**config.mk**
```make
export PLATFORM = sky130hd
export DESIGN_NAME = wb_chk_fifo
export DESIGN_NICKNAME = d
export VERILOG_FILES = /design/src/rtl/wb_chk_fifo.sv
export SDC_FILE = /design/constraint.sdc
export NUM_CORES = 2
export LEC_CHECK = 0
export ABC_AREA = 0
export CAP_MARGIN = 20
export CORE_ASPECT_RATIO = 0.9
export CORE_MARGIN = 2
export CORE_UTILIZATION = 62
export CTS_CLUSTER_SIZE = 40
export DETAILED_ROUTE_END_ITERATION = 6
export PLACE_DENSITY = 0.77
export SYNTH_ARGS = -nofsm -noshare
export SYNTH_HDL_FRONTEND = slang
export SYNTH_SLANG_ARGS = --single-unit
export TNS_END_PERCENT = 10
```
**constraint.sdc**
```tcl
create_clock -name clk -period 5 [get_ports clk]
set_input_delay 0.5 -clock clk [delete_from_list [all_inputs] [get_ports clk]]
set_output_delay 0.5 -clock clk [all_outputs]
set_load 0.02 [all_outputs]
```
**src/rtl/wb_chk_fifo.sv**
```systemverilog
// rtl/wb_chk_fifo.sv - synchronous FIFO holding {expected, mask} entries for the result checker
module wb_chk_fifo #(
   parameter int DEPTH = 32,
   parameter int WIDTH = 64
) (
   input  logic             clk,
   input  logic             reset,
   input  logic             push,
   input  logic             pop,
   input  logic [WIDTH-1:0] wdata,
   output logic [WIDTH-1:0] rdata,
   output logic             full,
   output logic             empty
);

   localparam int             AW      = $clog2(DEPTH);
   localparam logic [AW:0]    PTR_ONE = (AW+1)'(1);

   logic [AW:0]      wr_ptr;
   logic [AW:0]      rd_ptr;
   logic [WIDTH-1:0] mem [DEPTH];

   always_ff @(posedge clk) begin
      if (!reset) begin
         wr_ptr <= '0;
         rd_ptr <= '0;
      end else begin
         if (push) wr_ptr <= wr_ptr + PTR_ONE;
         if (pop)  rd_ptr <= rd_ptr + PTR_ONE;
      end
   end

   always_ff @(posedge clk) begin
      if (push) mem[wr_ptr[AW-1:0]] <= wdata;
   end

   // The pointer MSB tells a full lap apart from an empty queue.
   assign full  = (wr_ptr[AW] != rd_ptr[AW]) && (wr_ptr[AW-1:0] == rd_ptr[AW-1:0]);
   assign empty = (wr_ptr == rd_ptr);
   assign rdata = mem[rd_ptr[AW-1:0]];

endmodule

```
==> results.json <==
{
  "core-area_sq_um": 125300,
  "io_pins": 134,
  "gr-usage-met2": 0.4952,
  "synth_seq_cells": 2065,
  "layout_min_cycle_time_ns": 4.597,
  "swShare": 0.2076,
  "ys_types": 31,
  "grt_pass1_wl_um": 270200,
  "place.gp.congestion": 0.7559,
  "max_stage_delay_ns": 0.72,
  "die_area_sq_um": 129300,
  "slew_violations": 0,
  "grt_use_total": 0.2992,
  "crit_arrival_ns": 4.10,
  "reg2reg_slack_ns": 1.89,
  "num-nets-final": 3439,
  "synth_nets": 3161,
  "worstHoldPathType": "input pin to flop",
  "setup_tns_ns": 0,
  "antenna_found_initial": 7,
  "r2r_start": "wr_ptr[0]",
  "setup_violations": 0,
  "synthCells": 3088,
  "crit_chain": "buf_12 > buf_12 > mux4_2 > mux4_2 > mux2_2 > clkdlybuf4s50_1",
  "die-width_um": 378.8,
  "clkLatencyLatePin_ns": 0.80,
  "netlist_area_sq_um": 78390,
  "drc": 0,
  "post_drt_wl_per_cell_um": 36.26,
  "p_leak_nw": 26.52,
  "clockRootBuffer": "clkbuf_16",
  "critPathLaunchType": "flop",
  "outcome": "completed",
  "finalClockSkew_ns": 0.02247,
  "post_cts_buffers": 0,
  "ctsLongestPathBuffers": 3,
  "htree_levels": 4,
  "p_total_w": 0.03487,
  "numCtsBuffers": 188,
  "p_int_w": 0.02763,
  "synth_edf_count": 2048,
  "relSlewSlack": 0.2276,
  "grt_overflow": 0,
  "crit_type": "flop to output port",
  "num_vias": 36380,
  "grt_max_degree": 82,
  "cpLargestDelayFamily": "multiplexers",
  "grtUsageMet3": 0.05529,
  "dpl.hpwl_um": 91540,
  "die-height_um": 341.3,
  "ctsResizeCount": 0,
  "cts_sinks": 2065,
  "cpMaxStageDelayCell": "dfxtp_4",
  "async_reset_ff_frac": 0,
  "synth-seq-area-share": 0.7889,
  "rows": 123,
  "grtUsageMet1": 0.4082,
  "hold_viol": 0,
  "hold_buffers": 0,
  "rsz0062_at_grt": "no",
  "final_antenna_net_count": 0,
  "viasPerCell": 6.997,
  "clock_power_share": 0.387,
  "power_frac_comb": 0.063,
  "power.density_nw_per_um2": 394.4,
  "min_from": "wdata[31]",
  "totalWireLength_um": 188500,
  "worstMarginPinSlew_ns": 1.159,
  "first_pass_iters": 6,
  "final_util": 0.7057,
  "synth_flop_cell": "edfxtp_1",
  "drive_above_1_share": 0.3084,
  "post-place-ws_ns": 1.194,
  "end_kind": "output port",
  "cp.required_ns": 4.50,
  "grt_pass1_vias": 37820,
  "crit_path_max_fanout": 45,
  "max_cap_viol_count": 0,
  "fin_ws_ns": 0.4027,
  "busiest_layer": "met2",
  "fmax_ghz": 0.2175,
  "yosysWarnings": 0,
  "initial_core_util": 0.6258,
  "avgSynthCellArea_sq_um": 25.39,
  "p_sw_w": 0.007238,
  "io_buffers": 133,
  "seqPwrFrac": 0.551,
  "finalCritPeriodShare": 0.9195,
  "drtIter0Drc": 5299,
  "cts_tree": "built",
  "ir_drop_mv": 0.3892,
  "clk_pin_slew_worst_paths_ns": 0.06,
  "syn_to_final_growth_pct": 12.77,
  "path_buf_inv": 3
}
[worst reg2reg max path: stages (launching register included)]
cell	delay (ns)
dfxtp_1	0.49
ha_1	0.20
nand2_1	0.47
nor2_4	0.98
buf_4	0.55
[power by group through the flow]
| stage | Combinational, W | Clock, W | Sequential (W) |
|---|---|---|---|
| detailed placement | 0.00217 | 0 | 0.0196 |
| finish | 0.00218 | 0.0135 | 0.0192 |
| CTS | 0.00220 | 0.0136 | 0.0192 |
| floorplan | 0.00137 | 0 | 0.0195 |
| global placement | 0.00210 | 0 | 0.0196 |
| global route | 0.00231 | 0.0142 | 0.0192 |
[area by class of cell]
type	instances	area, sq um
fill	6918	36870
multi-input combinational	859	15990
sequential	2065	61860
antenna	7	17.52
tap	1687	2111
timing repair buffer	250	2758
inverter	2	7.507
clock inverter	86	580.6
clock buffer	243	5081
[worst paths after layout]
kind / endpoint / cells after the start
setup reg to reg: mem[19][44] / 4
hold / removal: mem[19][31] / 1
hold reg to reg: wr_ptr[5] / 2
setup / recovery: rdata[3] / 6
[per-stage QoR]
step / area (sq um) / instances / hold slack [ns]
2_1_floorplan: 78390 / 3088 / 0.4765
3_3_place_gp: 82670 / 4860 / 0.4980
3_5_place_dp: 82670 / 4860 / 0.5008
4_1_cts: 88330 / 5189 / 0.4633
5_1_grt: 88390 / 5194 / 0.3660
6_report: 88400 / 5199 / 0.3745
[Yosys cell counts, types with 5 or more instances]
master / count / area, sq um
a221oi_1: 18 / 157.7
and2_1: 9 / 56.30
buf_1: 12 / 45.04
buf_2: 61 / 305.3
buf_4: 20 / 150.1
buf_6: 5 / 56.30
clkbuf_1: 64 / 240.2
dfxtp_1: 17 / 340.3
edfxtp_1: 2048 / 61500
ha_1: 5 / 62.56
mux2_2: 82 / 923.4
mux2i_1: 41 / 410.4
mux4_2: 603 / 13580
nand2_1: 9 / 33.78
nor2_1: 35 / 131.4
o22ai_1: 18 / 112.6
xnor2_1: 8 / 70.07
xor2_1: 5 / 43.79
[placed cells by master (no fill, tap or decap), types with 3 or more instances in the layout]
cell type        count
diode_2              7
inv_6                3
xor2_1               5
clkinv_8             3
nor2b_1              3
o22ai_1             18
or3_1                3
mux4_2             603
nand3_1              3
xnor2_1              8
edfxtp_1          2048
buf_4               73
clkbuf_16          196
ha_1                 5
a221oi_1            18
dfxtp_1             12
nand2_1              9
nor2_4              32
buf_12              41
nor2_1               3
clkbuf_1            47
mux2_2              82
bufinv_16            6
dfxtp_4              5
mux2i_1             41
clkinv_1            44
and2_1               9
clkinv_2            27
nand4_1              3
clkdlybuf4s50_1    133
[layer usage]
| layer | wire [um] | vias up |
|---|---|---|
| met5 | 53 | - |
| met4 | 6650 | 8 |
| met3 | 18850 | 423 |
| met2 | 96130 | 2479 |
| met1 | 66850 | 19470 |
| li1 | - | 14000 |
[registers in the layout, indices dropped and copies added, names as in the netlist, named ones only]
register	cells
mem	2048
rd_ptr	6
wr_ptr	6
[cells by family after synthesis]
kind of cell               count (synthesis)  synth area share
DFF                                     2065            0.7889
AOI/OAI and AO/OA                         42          0.003958
xor gates and xnor gates                  13          0.001452
adders and majority gates                  5         0.0007980
and+or+nand+nor                           73          0.004421
muxes                                    726            0.1903
buffers and inverters                    164           0.01026
Power figures use the tool's default switching activity.
